<file path="src/rtl/membus_arbiter_if.sv">
// MemoryBus command/result types and the bundled arbiter bus.
// The "master" modport is the arbiter's view: it drives done/err/result back
// to both masters and drives the latched command toward the slave.
package MemoryBus;

  typedef struct packed {
    logic        mem_read;
    logic        mem_write;
    logic [29:0] addr;
    logic [3:0]  mask_byte;
    logic [31:0] write_data;
  } Cmd;

  typedef struct packed {
    logic [31:0] read_data;
  } Result;

endpackage

interface membus_arbiter_if;

  MemoryBus::Cmd    a_cmd;
  logic             a_done;
  logic             a_err;
  MemoryBus::Result a_result;

  MemoryBus::Cmd    b_cmd;
  logic             b_done;
  logic             b_err;
  MemoryBus::Result b_result;

  MemoryBus::Cmd    slave_cmd;
  logic             slave_ack;
  MemoryBus::Result slave_result;

  logic [1:0]       grant;

  modport master (
    input  a_cmd, b_cmd, slave_ack, slave_result,
    output a_done, a_err, a_result, b_done, b_err, b_result, slave_cmd, grant
  );

  modport slave (
    output a_cmd, b_cmd, slave_ack, slave_result,
    input  a_done, a_err, a_result, b_done, b_err, b_result, slave_cmd, grant
  );

endinterface

</file>
<file path="src/rtl/membus_arbiter.sv">
// Two-master MemoryBus arbiter: registered grant, command latching,
// fixed A priority with an anti-starvation quota for B, and a slave-ack timeout.
module membus_arbiter #(
  parameter int A_MAX_CONSEC = 4,
  parameter int TIMEOUT      = 16
) (
  input  logic               clk,
  input  logic               rst,
  membus_arbiter_if.master   bus
);

  localparam logic [1:0] IDLE   = 2'd0;
  localparam logic [1:0] BUSY_A = 2'd1;
  localparam logic [1:0] BUSY_B = 2'd2;

  localparam int FW = $clog2(A_MAX_CONSEC + 1);
  localparam int TW = $clog2(TIMEOUT);
  localparam logic [FW-1:0] FAIR_MAX = FW'(A_MAX_CONSEC);
  localparam logic [TW-1:0] TO_LAST  = TW'(TIMEOUT - 1);

  logic [1:0]    state;
  MemoryBus::Cmd cmd_q;
  logic [FW-1:0] fair_cnt;
  logic [TW-1:0] to_cnt;

  logic a_req;
  logic b_req;
  logic a_wins;
  logic b_wins;
  logic busy;
  logic expire;
  logic finish;

  // A has priority until it has used up its quota of back-to-back wins over a waiting B.
  assign a_req  = bus.a_cmd.mem_read | bus.a_cmd.mem_write;
  assign b_req  = bus.b_cmd.mem_read | bus.b_cmd.mem_write;
  assign a_wins = a_req & (~b_req | (fair_cnt != FAIR_MAX));
  assign b_wins = b_req & ~a_wins;

  // An ack on the last allowed cycle wins over the timeout, so expire requires no ack.
  assign busy   = (state == BUSY_A) || (state == BUSY_B);
  assign expire = busy & ~bus.slave_ack & (to_cnt == TO_LAST);
  assign finish = (busy & bus.slave_ack) | expire;

  // Arbitration, command latching, fairness and timeout bookkeeping.
  always_ff @(posedge clk or negedge rst) begin
    if (!rst) begin
      state    <= IDLE;
      cmd_q    <= '0;
      fair_cnt <= '0;
      to_cnt   <= '0;
    end else begin
      case (state)
        IDLE: begin
          if (a_wins) begin
            state  <= BUSY_A;
            cmd_q  <= bus.a_cmd;
            to_cnt <= '0;
            if (!b_req)
              fair_cnt <= '0;
            else if (fair_cnt != FAIR_MAX)
              fair_cnt <= fair_cnt + FW'(1);
          end else if (b_wins) begin
            state    <= BUSY_B;
            cmd_q    <= bus.b_cmd;
            to_cnt   <= '0;
            fair_cnt <= '0;
          end
        end
        BUSY_A, BUSY_B: begin
          if (finish)
            state <= IDLE;
          else
            to_cnt <= to_cnt + TW'(1);
        end
        default: state <= IDLE;
      endcase
    end
  end

  // Grant and slave command come straight from registers; only ack/result reach done/result.
  assign bus.grant     = {state == BUSY_B, state == BUSY_A};
  assign bus.slave_cmd = busy ? cmd_q : '0;

  assign bus.a_done   = (state == BUSY_A) & finish;
  assign bus.a_err    = (state == BUSY_A) & expire;
  assign bus.a_result = ((state == BUSY_A) && bus.slave_ack) ? bus.slave_result : '0;

  assign bus.b_done   = (state == BUSY_B) & finish;
  assign bus.b_err    = (state == BUSY_B) & expire;
  assign bus.b_result = ((state == BUSY_B) && bus.slave_ack) ? bus.slave_result : '0;

endmodule

</file>
<file path="src/flat_wrapper.sv">
// flat-port wrapper written by rule: the top's interface ports become plain ports
module membus_arbiter_flat 
#(
  parameter int A_MAX_CONSEC = 4,
  parameter int TIMEOUT      = 16
)
  (clk, rst, bus_a_cmd, bus_b_cmd, bus_slave_ack, bus_slave_result, bus_a_done, bus_a_err, bus_a_result, bus_b_done, bus_b_err, bus_b_result, bus_slave_cmd, bus_grant);
  membus_arbiter_if bus_i ();
  input  logic clk;
  input  logic rst;
  input wire logic [$bits(bus_i.a_cmd)-1:0] bus_a_cmd;
  input wire logic [$bits(bus_i.b_cmd)-1:0] bus_b_cmd;
  input wire logic [$bits(bus_i.slave_ack)-1:0] bus_slave_ack;
  input wire logic [$bits(bus_i.slave_result)-1:0] bus_slave_result;
  output wire logic [$bits(bus_i.a_done)-1:0] bus_a_done;
  output wire logic [$bits(bus_i.a_err)-1:0] bus_a_err;
  output wire logic [$bits(bus_i.a_result)-1:0] bus_a_result;
  output wire logic [$bits(bus_i.b_done)-1:0] bus_b_done;
  output wire logic [$bits(bus_i.b_err)-1:0] bus_b_err;
  output wire logic [$bits(bus_i.b_result)-1:0] bus_b_result;
  output wire logic [$bits(bus_i.slave_cmd)-1:0] bus_slave_cmd;
  output wire logic [$bits(bus_i.grant)-1:0] bus_grant;
  assign bus_i.a_cmd = bus_a_cmd;
  assign bus_i.b_cmd = bus_b_cmd;
  assign bus_i.slave_ack = bus_slave_ack;
  assign bus_i.slave_result = bus_slave_result;
  assign bus_a_done = bus_i.a_done;
  assign bus_a_err = bus_i.a_err;
  assign bus_a_result = bus_i.a_result;
  assign bus_b_done = bus_i.b_done;
  assign bus_b_err = bus_i.b_err;
  assign bus_b_result = bus_i.b_result;
  assign bus_slave_cmd = bus_i.slave_cmd;
  assign bus_grant = bus_i.grant;
  membus_arbiter #(.A_MAX_CONSEC(A_MAX_CONSEC), .TIMEOUT(TIMEOUT)) u_core (.clk(clk), .rst(rst), .bus(bus_i));
endmodule
</file>
<file path="config.mk">
export PLATFORM = sky130hd
export DESIGN_NAME = membus_arbiter_flat
export DESIGN_NICKNAME = d
export VERILOG_FILES = /design/src/rtl/membus_arbiter_if.sv /design/src/rtl/membus_arbiter.sv /design/src/flat_wrapper.sv
export SDC_FILE = /design/constraint.sdc
export NUM_CORES = 1
export LEC_CHECK = 0
export ABC_AREA = 1
export CAP_MARGIN = 40
export CORE_MARGIN = 3
export CORE_UTILIZATION = 42
export DETAILED_ROUTE_END_ITERATION = 16
export PLACE_DENSITY = 0.95
export RECOVER_POWER = 25
export SLEW_MARGIN = 0
export SYNTH_ARGS = -nofsm -noshare
export SYNTH_HDL_FRONTEND = slang
export SYNTH_SLANG_ARGS = --single-unit
</file>
<file path="constraint.sdc">
create_clock -name clk -period 2.3 [get_ports clk]
set_input_delay 0.345 -clock clk [delete_from_list [all_inputs] [get_ports clk]]
set_output_delay 0.345 -clock clk [all_outputs]
set_load 0.005 [all_outputs]
</file>
**Word level (Yosys, flattened, before mapping)**

Index checks and enable logic that the tools add are counted.

- Register bits: 77
- Bits in latches: 0
- Bits in writable memories: 0
- ROM bits: 0
- Bits of input ports: 171
- Output and inout port bits: 138
- Word-level logic and storage cells: 62
- Memories kept: 0

- Add/subtract/negate cells: 2
- Multiply operators: 0
- Divide/modulo/power cells: 0
- Order comparisons: 0
- Equal/unequal tests: 8
- Shifts and indexed selects: 0
- Mux-type cells: 17
- Bitwise logic cells: 16
- Reduce and logical (&&, ||, !) cells: 11

Operators by type and width:

| kind | count |
|---|---|
| two-way mux 68 bit | 3 |
| two-way mux 32 bit | 2 |
| two-way mux 3 bit | 4 |
| two-way mux 4 bit | 3 |
| bitwise AND 1 bit | 9 |
| case mux 4 bit (2 select lines) | 1 |
| two-way mux 2 bit | 3 |
| inequality test 3 bit, second input constant | 2 |
| AND reduction 3 bit | 2 |
| adder 4 x 1 -> 4 bit, second input constant | 1 |
| equality test 4 bit, second input constant | 1 |
| OR 1 bit | 4 |
| case mux 2 bit (2 select lines) | 1 |
| AND reduction 2 bit | 2 |
| nonzero test 2 bit | 2 |
| adder 3 x 1 -> 3 bit, second input constant | 1 |
| inequality test 3 x 1 -> 1 bit, second input constant | 1 |
| inverter 1 bit | 3 |
| equality test 2 x 1 -> 1 bit, second input constant | 1 |
| equality test 2 bit, second input constant | 1 |
| logical AND 1 bit | 2 |
| zero test 2 bit | 1 |
| inequality test 2 x 1 -> 1 bit, second input constant | 1 |
| inequality test 2 bit, second input constant | 1 |
| 2 further kinds | 2 |

**Longest topological paths before layout**

Gate-level depths: netlist (run 1).

- Depth in word-level cells: 9
- Gate-level depth with buffers: 11
- Gate-level depth less buffers: 9

**Least setup slack after synthesis (run 1)**

OpenSTA, ideal clock, no wires.

- Path kind: reg-to-output
- From: register u_core.state[0]
- To: output port bus_a_done
- Arrival time: 1328 ps
- Required time: 1955 ps
- Slack: 627 ps
- Stages on the path, launching flop included: 7
- Buffers on the path: 2
- Cell sequence: dfrtp_1 -> inv_1 -> ha_1 -> buf_2 -> clkbuf_1 -> a21oi_1 -> nor2_1

- Longest elaborated chain between the ends: 6
- Elaborated cells on any way between the ends: 8
- Those cells by class: eq/ne: 2; bitwise: 5; reduce/logical: 1

Ends and longest elaborated chain:

| what | RTL line | source |
|---|---|---|
| start: declaration | membus_arbiter.sv:21 | `logic [1:0] state;` |
| start signal: assignment | membus_arbiter.sv:48 | `state <= IDLE;` |
| start signal: assignment | membus_arbiter.sv:56 | `state <= BUSY_A;` |
| start signal: assignment | membus_arbiter.sv:64 | `state <= BUSY_B;` |
| equality test 2 x 1 -> 1 bit or equality test 2 bit (tied branches) | membus_arbiter.sv:41, membus_arbiter.sv:85 |  |
| logical OR 1 bit | membus_arbiter.sv:41 | `assign busy = (state == BUSY_A) \|\| (state == BUSY_B);` |
| bitwise AND 1 bit (2 in series) | membus_arbiter.sv:42 | `assign expire = busy & ~bus.slave_ack & (to_cnt == TO_LAST);` |
| OR 1 bit | membus_arbiter.sv:43 | `assign finish = (busy & bus.slave_ack) \| expire;` |
| bitwise AND 1 bit (*) | membus_arbiter.sv:85 | `assign bus.a_done = (state == BUSY_A) & finish;` |
| end: declaration | flat_wrapper.sv:15 | `output wire logic [$bits(bus_i.a_done)-1:0] bus_a_done;` |

Every way passes the cells marked *; elsewhere a longest branch is shown, timed or not.

**Worst setup path in the final report (run 1)**

- From: input port bus_slave_ack
- To: output port bus_a_result[29]

- Longest elaborated chain between the ends: 2

Ends and longest elaborated chain:

| what | RTL line | source |
|---|---|---|
| start: declaration | flat_wrapper.sv:13 | `input wire logic [$bits(bus_i.slave_ack)-1:0] bus_slave_ack;` |
| logical AND 1 bit | membus_arbiter.sv:87 | `assign bus.a_result = ((state == BUSY_A) && bus.slave_ack) ? bus.slave_result : '0;` |
| two-way mux 32 bit | membus_arbiter.sv:87 |  |
| end: declaration | flat_wrapper.sv:17 | `output wire logic [$bits(bus_i.a_result)-1:0] bus_a_result;` |

No other way between the ends.

==> summary.txt, run 1 <==
Clock network
  – Clock-pin slew on the worst setup and hold paths: 0.06 ns
  – Sink Count: 77
  – Root buf cell: clkbuf_16
  – TritonCTS clock tree: built
  – Clk_lat worst skew: 0.33 ns
  – H-tree Lvls: 3
  – Max clock buf depth: 2
  – TritonCTS Buffers: 9

Critical path
  – Crit end category: output port
  – Crit Path Class: in2out
  – Worst R2R End: u_core.cmd_q[28]
  – Worst-path fanout max: 16
  – Reg2Reg Setup Slack: 0.60 ns
  – Launching point of the worst reg2reg path: u_core.fair_cnt[0]
  – Crit start category: input port
  – CP Data Arrival Time: 2.05 ns
  – Worst EP required: 1.96 ns
  – R2R cell count: 10

Final layout
  – Post-layout net count: 1383
  – Share of cells above drive strength 1: 5.45%
  – Layout area overhead: 69.9%
  – Final instance area: 0.00928 mm2

Power
  – Worst vdd ir: 596 uV
  – LEAKAGE: 6.15 nW
  – PwrDens: 1070 mW/mm2

Routing
  – Average wire per cell in the routed design: 14.8 um
  – TritonRoute pass-1 iters: 6
  – Via Count: 6665
  – Initial detailed-routing violation count: 434
  – Detail Route Antenna Nets: 0
  – Number of remaining DRC errors: 0
  – Vias per cell: 4.81
  – Detailed-route wire length: 20600 um

Global routing
  – Largest net degree at the start of global routing: 71
  – Number of global-route vias before repair: 6329
  – First-pass GRT wire length: 30800 um
  – Overflow after GRT: 0
  – Tot GR Track Use: 26.5%
  – Initial antenna violation count: 5

Synthesis
  – Post-synthesis cell type count: 20
  – Most numerous cell in the Yosys netlist: nand2_1
  – Largest cells by area after synthesis: dfrtp_1 35%, nand2_1 20%, inv_1 17%
  – Leading area contributor after synthesis: dfrtp_1
  – EDFF count, synth: 0
  – Seq cells post-synth: 77
  – Synthesized Nets: 1092
  – Post-Syn Area: 0.00546 mm2
  – YS warnings: 0
  – Seq/Total Area, Yosys: 35.3%
  – Mapped Avg Cell Area: 5.97 um2
  – Top cells by count, synth: 293 x nand2_1, 246 x inv_1, 139 x nand3_1, 78 x nor2_1, 77 x dfrtp_1
  – Share of the synthesized area in the top cell type: 35.3%
  – Main flop type after synthesis: dfrtp_1
  – Async set-reset flop share out of synthesis: 100%
  – Cells after synthesis: 915

Hold path
  – Worst min-delay path class: reg2reg
  – Hold Path Depth: 2
  – HP Start: u_core.cmd_q[24]
  – Worst hold endpoint: u_core.cmd_q[24]

Die
  – Die width: 120 um
  – Core area: 0.0127 mm2
  – Vert. Die Dim: 120 um
  – Row count: 41
  – Effective utilization at floorplan: 43.1%
  – Die ar.: 0.0144 mm2
  – Ports: 309

STA
  – Setup TNS Final: -0.138 ns
  – Final setup fails: 4
  – Clock period minus worst slack: 2.39 ns
  – Period utilization: 104%
  – Worst Hold Slack: 0.479 ns
  – Worst Tran Pin Value: 0.901 ns
  – Slew Limit Fails: 0
  – Clock skew: 0.00872 ns
  – Max-slew headroom: 40.0%
  – Final Worst Setup Slack: -0.0949 ns
  – RSZ-0062 raised after global routing: true
  – Fmax: 418 MHz
  – Final hold vios: 0

Place
  – GP Congestion: 0.839
  – DP HPWL: 14800 um
  – IO buf count: 308
  – Placed cell areas: 0.00866 mm2

Run status
  – Failing checks: negative setup slack
  – Status: complete, but fails checks

Run
  – Max Cap Violations: 0
-- cell type report --
type	instances	area, um2
repair buffers	329	3510
fillers	934	3390
multi-input cells	538	2370
flip-flops and latches	77	1930
inverters	251	942
clock buffers	10	239
well taps	172	215
clock inverters	6	62.6
diodes	4	10.0
-- power by group --
part / total, mW / internal [mW] / switching [mW] / leakage [nW]
Clock: 1.41 / 0.867 / 0.541 / 0.152
Sequential: 2.43 / 2.04 / 0.389 / 0.932
Combinational: 6.05 / 2.81 / 3.24 / 5.07
Total: 9.89 / 5.72 / 4.17 / 6.15
-- cells in the final DEF (no fill, tap or decap), drive strengths merged --
cell / Yosys / layout
nand2: 298 / 298
inv: 251 / 251
clkdlybuf4s50: 0 / 229
nand3: 139 / 139
nor2: 80 / 80
dfrtp: 77 / 77
dlymetal6s2s: 0 / 55
dlygate4sd2: 0 / 22
buf: 35 / 16
clkbuf: 14 / 15
o21ai: 6 / 6
ha: 6 / 6
a21oi: 5 / 5
clkinv: 0 / 5
diode: 0 / 4
nand4: 3 / 3
or2: 1 / 1
bufinv: 0 / 1
dlygate4sd3: 0 / 1
clkdlybuf4s15: 0 / 1
-- sequential cells by signal, indices dropped and copies added, names as in the netlist --
signal           count
u_core.cmd_q        68
u_core.fair_cnt      3
u_core.state         2
u_core.to_cnt        4
-- kinds of logic (layout without fill, tap and decap cells) --
kind of cell             count (synthesis)  in the layout  synth area share [%]
AO/OA/AOI/OAI                           11             11                  1.01
adder cells (fa/ha/maj)                  6              6                  1.37
buffers and inverters                  300            596                  22.7
flip-flops                              77             77                  35.3
other                                    0              4                     0
AND/OR/NAND/NOR                        521            521                  39.7
-- metal layers --
layer / GRT usage, % / share of wire, % / up-vias
met5: 0 / 0.063 / -
met4: 14.4 / 4.9 / 2
met3: 7.87 / 9.2 / 67
met2: 46.3 / 50 / 343
met1: 28.6 / 35 / 3043
li1: - / - / 3210
-- how the worst max path moves through the flow --
stage,startpoint,to,cells past startpoint
2_1_floorplan,u_core.state[0],bus_a_done,6
3_3_place_gp,bus_slave_ack,bus_a_result[5],5
3_5_place_dp,bus_slave_ack,bus_a_result[5],5
4_1_cts,u_core.state[0],bus_slave_cmd[52],6
5_1_grt,u_core.state[1],bus_a_result[29],6
6_report,bus_slave_ack,bus_a_result[29],5
-- critical path, cell delays in order --
cell and delay [ns]:
clkdlybuf4s50_1 0.62, nand2_2 0.15, clkbuf_16 0.21, nor2_1 0.14
clkdlybuf4s50_1 0.58
-- repair_timing --
item                       in CTS  in global routing
gates resized for setup        40                 68
hold buffers                    1                  0
gates cloned                    0                  3
buffers inserted                2                  0
hold endpoints to repair       36                  0
pin swaps                       2                  1
setup endpoints to repair     103                112
-- per-stage QoR --
| step | power (mW) | worst slack [ns] | instances | utilization (%) |
|---|---|---|---|---|
| after floorplan | 5.38 | 0.627 | 915 | - |
| after global placement | 8.16 | 0.0757 | 1361 | 68.4 |
| after detailed placement | 8.38 | 0.0349 | 1361 | 68.4 |
| after CTS | 9.80 | -0.00753 | 1380 | 71.2 |
| after global routing | 10.7 | -0.153 | 1387 | 73.2 |
| final | 9.89 | -0.0949 | 1387 | 73.2 |
Power figures use the tool's default switching activity.
==> inputs of run 2 (changes only) <==
CORE_AREA = 2 2 121 123   (was default)
CORE_MARGIN = default   (was 3)
CORE_UTILIZATION = default   (was 42)
DIE_AREA = 0 0 123 125   (was default)
PLACE_DENSITY = 0.92   (was 0.95)
==> run 2 against run 1 <==
  * The run still ends with negative setup slack left
  * Sequential power rose by 2%
  * Total power rose by 2.2%
  * Count of clock-buffer cells in the layout down 1
  * Clock power is 4% lower
  * Non-clock buffer count rose by 5
  * Die area rose by 6.7%
  * Hold slack got worse by 0.0037 ns
  * Largest cell class unchanged
  * Critical path type is now reg2out
  * Sequential share of layout area is 0.16 points lower
==> summary.txt, run 2 (same netlist as run 1, synthesis figures left out) <==
Run status
  – Status: complete, but fails checks
  – Failing checks: negative setup slack

Critical path
  – Crit Path Class: reg2out
  – Crit start category: flip-flop
  – Reg2Reg Setup Slack: 0.57 ns
  – Worst EP required: 1.96 ns
  – R2R cell count: 7
  – Crit path launch: u_core.state[1]
  – Launching point of the worst reg2reg path: u_core.state[1]
  – Worst-path fanout max: 32
  – CP Data Arrival Time: 1.97 ns
  – Worst R2R End: u_core.cmd_q[53]
  – Worst setup path end: bus_slave_cmd[19]
  – Crit end category: output port

Final layout
  – Commonest cells after routing, fill and taps aside: 292 x nand2_1, 244 x inv_1, 225 x clkdlybuf4s50_1, 139 x nand3_1, 77 x dfrtp_1
  – Antenna diodes: 0
  – Share of cells above drive strength 1: 5.35%
  – Layout area overhead: 71.2%
  – Fill count: 1169
  – Max reg flops: 68
  – Top reg by flops: u_core.cmd_q
  – Most common cell after layout, fill and taps aside: nand2_1
  – Area of the multi-input gates: 0.00234 mm2
  – Register Area: 0.00193 mm2
  – Largest regs: u_core.cmd_q: 68 flops, u_core.to_cnt: 4 flops, u_core.fair_cnt: 3 flops
  – Final instance area: 0.00935 mm2
  – Post-layout net count: 1388

Global routing
  – Initial antenna violation count: 0
  – Overflow after GRT: 0
  – First-pass GRT wire length: 29000 um
  – Tot GR Track Use: 23.5%
  – Number of global-route vias before repair: 6060
  – Largest net degree at the start of global routing: 68

Clock network
  – TritonCTS Buffers: 9
  – Max clock buf depth: 2
  – Root buf cell: clkbuf_16
  – Clock-pin slew on the worst setup and hold paths: 0.06 ns
  – TritonCTS clock tree: built
  – Sink Count: 77
  – H-tree Lvls: 3
  – Clk_lat worst skew: 0.34 ns

Routing
  – Number of remaining DRC errors: 0
  – Detailed-route wire length: 18900 um
  – Via Count: 6405
  – Initial detailed-routing violation count: 321
  – Detail Route Antenna Nets: 0
  – Vias per cell: 4.58
  – TritonRoute pass-1 iters: 4
  – Average wire per cell in the routed design: 13.5 um

Place
  – Pre-CTS setup slack: 0.0869 ns
  – GP Congestion: 0.878
  – IO buf count: 308
  – DP HPWL: 13400 um
  – Placed cell areas: 0.00869 mm2

STA
  – Final Worst Setup Slack: -0.0179 ns
  – Fmax: 431 MHz
  – Clock skew: 0.00971 ns
  – Setup TNS Final: -0.0179 ns
  – Clock period minus worst slack: 2.32 ns
  – Period utilization: 101%
  – Final setup fails: 1
  – RSZ-0062 raised after global routing: true
  – Final hold vios: 0
  – Slew Limit Fails: 0
  – Worst Hold Slack: 0.475 ns
  – Max-slew headroom: 42.4%
  – Worst Tran Pin Value: 0.864 ns

Power
  – Sw Share: 41.7%
  – LEAKAGE: 6.41 nW
  – Worst vdd ir: 748 uV
  – Clk pwr share: 13.5%
  – Register share of total power: 24.4%
  – P_int: 5.89 mW
  – PwrDens: 1080 mW/mm2
  – Switching Power: 4.22 mW
  – Total power: 10.1 mW
  – Comb pwr share: 62.1%

Die
  – Effective utilization at floorplan: 38.5%
  – Die ar.: 0.0154 mm2
  – Row count: 44
  – Ports: 309
  – Die width: 123 um
  – Vert. Die Dim: 125 um
  – Core area: 0.0142 mm2

Hold path
  – Worst min-delay path class: reg2reg
  – Hold Path Depth: 2

Run
  – Max Cap Violations: 0
==> run 2: stage by stage <==
step	cells	utilization (%)
after CTS	1394	63.8
after global routing	1400	65.9
final	1400	65.9
after global placement	1374	61.2
after floorplan	915	-
after detailed placement	1374	61.2
==> run 2: how the worst min path moves through the flow <==
stage,startpoint,end
finish,u_core.cmd_q[37],u_core.cmd_q[37]
global placement,rst,u_core.cmd_q[13]
floorplan,rst,u_core.cmd_q[0]
global route,u_core.cmd_q[40],u_core.cmd_q[40]
detailed placement,rst,u_core.cmd_q[13]
CTS,u_core.cmd_q[37],u_core.cmd_q[37]
==> run 2: metal layers <==
| layer | vias up | track usage, % | part of all wire (%) |
|---|---|---|---|
| met5 | - | 0 | 0 |
| met4 | 0 | 8.09 | 2.7 |
| met3 | 44 | 6.93 | 8.0 |
| met2 | 242 | 41.1 | 50 |
| met1 | 2904 | 27.0 | 39 |
| li1 | 3215 | - | - |
==> run 2: repair_timing <==
| action | 4_1_cts | 5_1_grt |
|---|---|---|
| gates resized for setup | 19 | 87 |
| cloned | 1 | 3 |
| buffers inserted | 2 | 3 |
| hold buffers | 1 | 0 |
| endpoints found under the setup margin | 135 | 115 |
| pin swaps | 2 | 0 |
| hold endpoints to repair | 34 | 0 |
==> run 2: final cells by class <==
type | count | area share, %
Timing Repair Buffer | 334 | 38.8
Multi-Input combinational cell | 538 | 25.0
Sequential cell | 77 | 20.6
Inverter | 251 | 10.1
Tap cell | 184 | 2.46
Clock buffer | 9 | 2.41
Clock inverter | 7 | 0.615
==> run 2: power by group through the flow <==
stage	logic, mW	registers, mW	clock network (mW)
after global routing	6.97	2.54	1.44
after global placement	5.70	2.45	0
after CTS	6.15	2.45	1.40
after floorplan	3.05	2.33	0
after detailed placement	5.86	2.46	0
final	6.28	2.47	1.36
==> run 2: worst max-delay path, cell delays in order, from the launching register on <==
cell and delay (ns):
dfrtp_1 0.37, inv_2 0.08, ha_4 0.34, buf_12 0.19
nand2_1 0.09, inv_1 0.06, clkdlybuf4s50_1 0.49
==> inputs of run 3 (changes only) <==
CORE_AREA = 2 2 120 122   (was 2 2 121 123)
CTS_BUF_LIST = sky130_fd_sc_hd__clkbuf_8   (was default)
DIE_AREA = 0 0 122 124   (was 0 0 123 125)
PLACE_DENSITY = 0.94   (was 0.92)
==> run 3 against run 2 <==
  * Sequential share of layout area grew 0.28 points
  * Cell count grew 0.29%
  * Flip-flop and latch count is the same
  * Global-route usage grew 0.43 points
  * Utilization grew 1.4 points
  * First-iteration DRC count grew 25%
  * Setup slack lost 0.017 ns
  * Hold slack gained 0.012 ns
  * Maximum frequency shrank 0.72%
  * The flow still finishes with violations (negative setup slack)
  * Critical path type is now in2out
  * Clock skew grew 0.0030 ns
==> summary.txt, run 3 (same netlist as run 1, synthesis figures left out) <==
Critical path
  – R2R cell count: 9
  – Worst EP required: 1.96 ns
  – Crit start category: input port
  – Worst-path fanout max: 8
  – Crit path launch: bus_slave_ack
  – Crit end category: output port
  – Largest stage delay on the critical path: 0.64 ns
  – CP Data Arrival Time: 1.99 ns
  – CP max stage cell: clkdlybuf4s50_1
  – Worst R2R End: u_core.cmd_q[1]
  – Launching point of the worst reg2reg path: u_core.fair_cnt[0]
  – Worst path cell trace: clkdlybuf4s50_1 -> nand2_4 -> clkbuf_16 -> nor2_1 -> clkdlybuf4s50_1
  – Crit Path Class: in2out
  – Reg2Reg Setup Slack: 0.64 ns
  – Most common cell on crit path: clkdlybuf4s50_1

Global routing
  – Overflow after GRT: 0
  – Number of global-route vias before repair: 5881
  – Initial antenna violation count: 0
  – Largest net degree at the start of global routing: 68
  – First-pass GRT wire length: 28500 um
  – Tot GR Track Use: 23.9%

Final layout
  – Top reg by flops: u_core.cmd_q
  – Most common cell after layout, fill and taps aside: nand2_1
  – Share of cells above drive strength 1: 6.29%
  – Antenna diodes: 0
  – Max reg flops: 68
  – Final instance area: 0.00923 mm2
  – Post-layout net count: 1396
  – Commonest cells after routing, fill and taps aside: 291 x nand2_1, 243 x inv_1, 198 x clkdlybuf4s50_1, 139 x nand3_1, 77 x dfrtp_1
  – Fill count: 1145
  – Largest regs: u_core.cmd_q: 68 flops, u_core.to_cnt: 4 flops, u_core.fair_cnt: 3 flops
  – Layout area overhead: 68.9%

Clock network
  – TritonCTS clock tree: built
  – H-tree Lvls: 3
  – Clock-pin slew on the worst setup and hold paths: 0.09 ns
  – Clk_lat worst skew: 0.37 ns
  – Root buf cell: clkbuf_8
  – TritonCTS Buffers: 9
  – Sink Count: 77
  – Max clock buf depth: 2

STA
  – Period utilization: 102%
  – Final Worst Setup Slack: -0.0346 ns
  – Slew Limit Fails: 0
  – Final setup fails: 1
  – Final hold vios: 0
  – Max-slew headroom: 36.0%
  – Fmax: 428 MHz
  – Clock period minus worst slack: 2.33 ns
  – Clock skew: 0.0127 ns
  – Worst Hold Slack: 0.487 ns
  – Worst Tran Pin Value: 0.960 ns
  – RSZ-0062 raised after global routing: true

Hold path
  – Hold Path Depth: 2
  – HP Start: u_core.cmd_q[24]
  – Worst min-delay path class: reg2reg
  – Worst hold endpoint: u_core.cmd_q[24]

Die
  – Die ar.: 0.0151 mm2
  – Vert. Die Dim: 124 um
  – Die width: 122 um
  – Core area: 0.0137 mm2
  – Ports: 309
  – Row count: 43
  – Effective utilization at floorplan: 39.8%

Run status
  – Failing checks: negative setup slack
  – Status: complete, but fails checks

Run
  – Max Cap Violations: 0

Power
  – Total power: 9.71 mW
  – LEAKAGE: 6.29 nW
  – Worst vdd ir: 643 uV
  – PwrDens: 1050 mW/mm2

Routing
  – Detail Route Antenna Nets: 0
  – Vias per cell: 4.60
  – Via Count: 6464
  – Number of remaining DRC errors: 0
  – TritonRoute pass-1 iters: 5
  – Initial detailed-routing violation count: 402
  – Detailed-route wire length: 19400 um
  – Average wire per cell in the routed design: 13.8 um

Place
  – DP HPWL: 13400 um
  – Placed cell areas: 0.00869 mm2
  – IO buf count: 308
  – GP Congestion: 0.851
## run 3: cell count changes in the layout (fill, tap and decap cells not counted), sizes merged, moves of 3 or more
cell           before  now
dlymetal6s2s       75   51
dlygate4sd2         5   51
clkdlybuf4s50     225  198
clkdlybuf4s15       0    3
buf                22   31
## run 3: area by class of cell
class	instances	area (um2)	area share [%]
clock buffer	9	124	1.34
clock inverter	7	77.6	0.841
inverter	251	942	10.2
multi-input combinational	538	2350	25.5
sequential	77	1930	20.9
tap	180	225	2.44
timing repair buffer	342	3580	38.8
## run 3: where the power goes
| group | switching (mW) | total, mW | internal (mW) |
|---|---|---|---|
| combinational | 3.27 | 6.21 | 2.93 |
| clock | 0.570 | 1.09 | 0.517 |
| sequential | 0.377 | 2.42 | 2.04 |
## run 3: worst max-delay path, delay by kind of cell
kind	cells	cell delay, ns
and+or+nand+nor	2	0.26
buffers and inverters	3	1.38
## run 3: repair_timing
item                                    CTS  global route
endpoints found under the setup margin  106            85
endpoints found under the hold margin    37             0
gates cloned                              2             4
setup buffers                             6             6
hold buffers                              1             0
resized for setup                        72            69
pin swaps                                 1             4
## run 3: worst max path at each step
stage / endpoint / slack (ns)
floorplan: bus_a_done / 0.63
CTS: bus_b_done / -0.0009
global route: bus_a_result[25] / -0.09
global placement: bus_a_done / 0.12
detailed placement: bus_a_done / 0.08
finish: bus_a_result[25] / -0.03
## run 3: layer usage
metal	vias up	global-route usage, %	share of wire [%]
li1	3225	-	-
met1	2924	28.2	40
met2	278	42.6	49
met3	37	5.54	7.9
met4	0	8.26	2.5
met5	-	0	0
## run 3: stage by stage
stage | worst slack, ns | utilization (%) | TNS (ns) | std cells
floorplan | 0.627 | - | 0 | 915
global placement | 0.118 | 63.3 | 0 | 1369
detailed placement | 0.0823 | 63.3 | 0 | 1369
CTS | -0.000863 | 65.4 | -0.00261 | 1394
global route | -0.0881 | 67.3 | -0.324 | 1404
finish | -0.0346 | 67.3 | -0.0346 | 1404
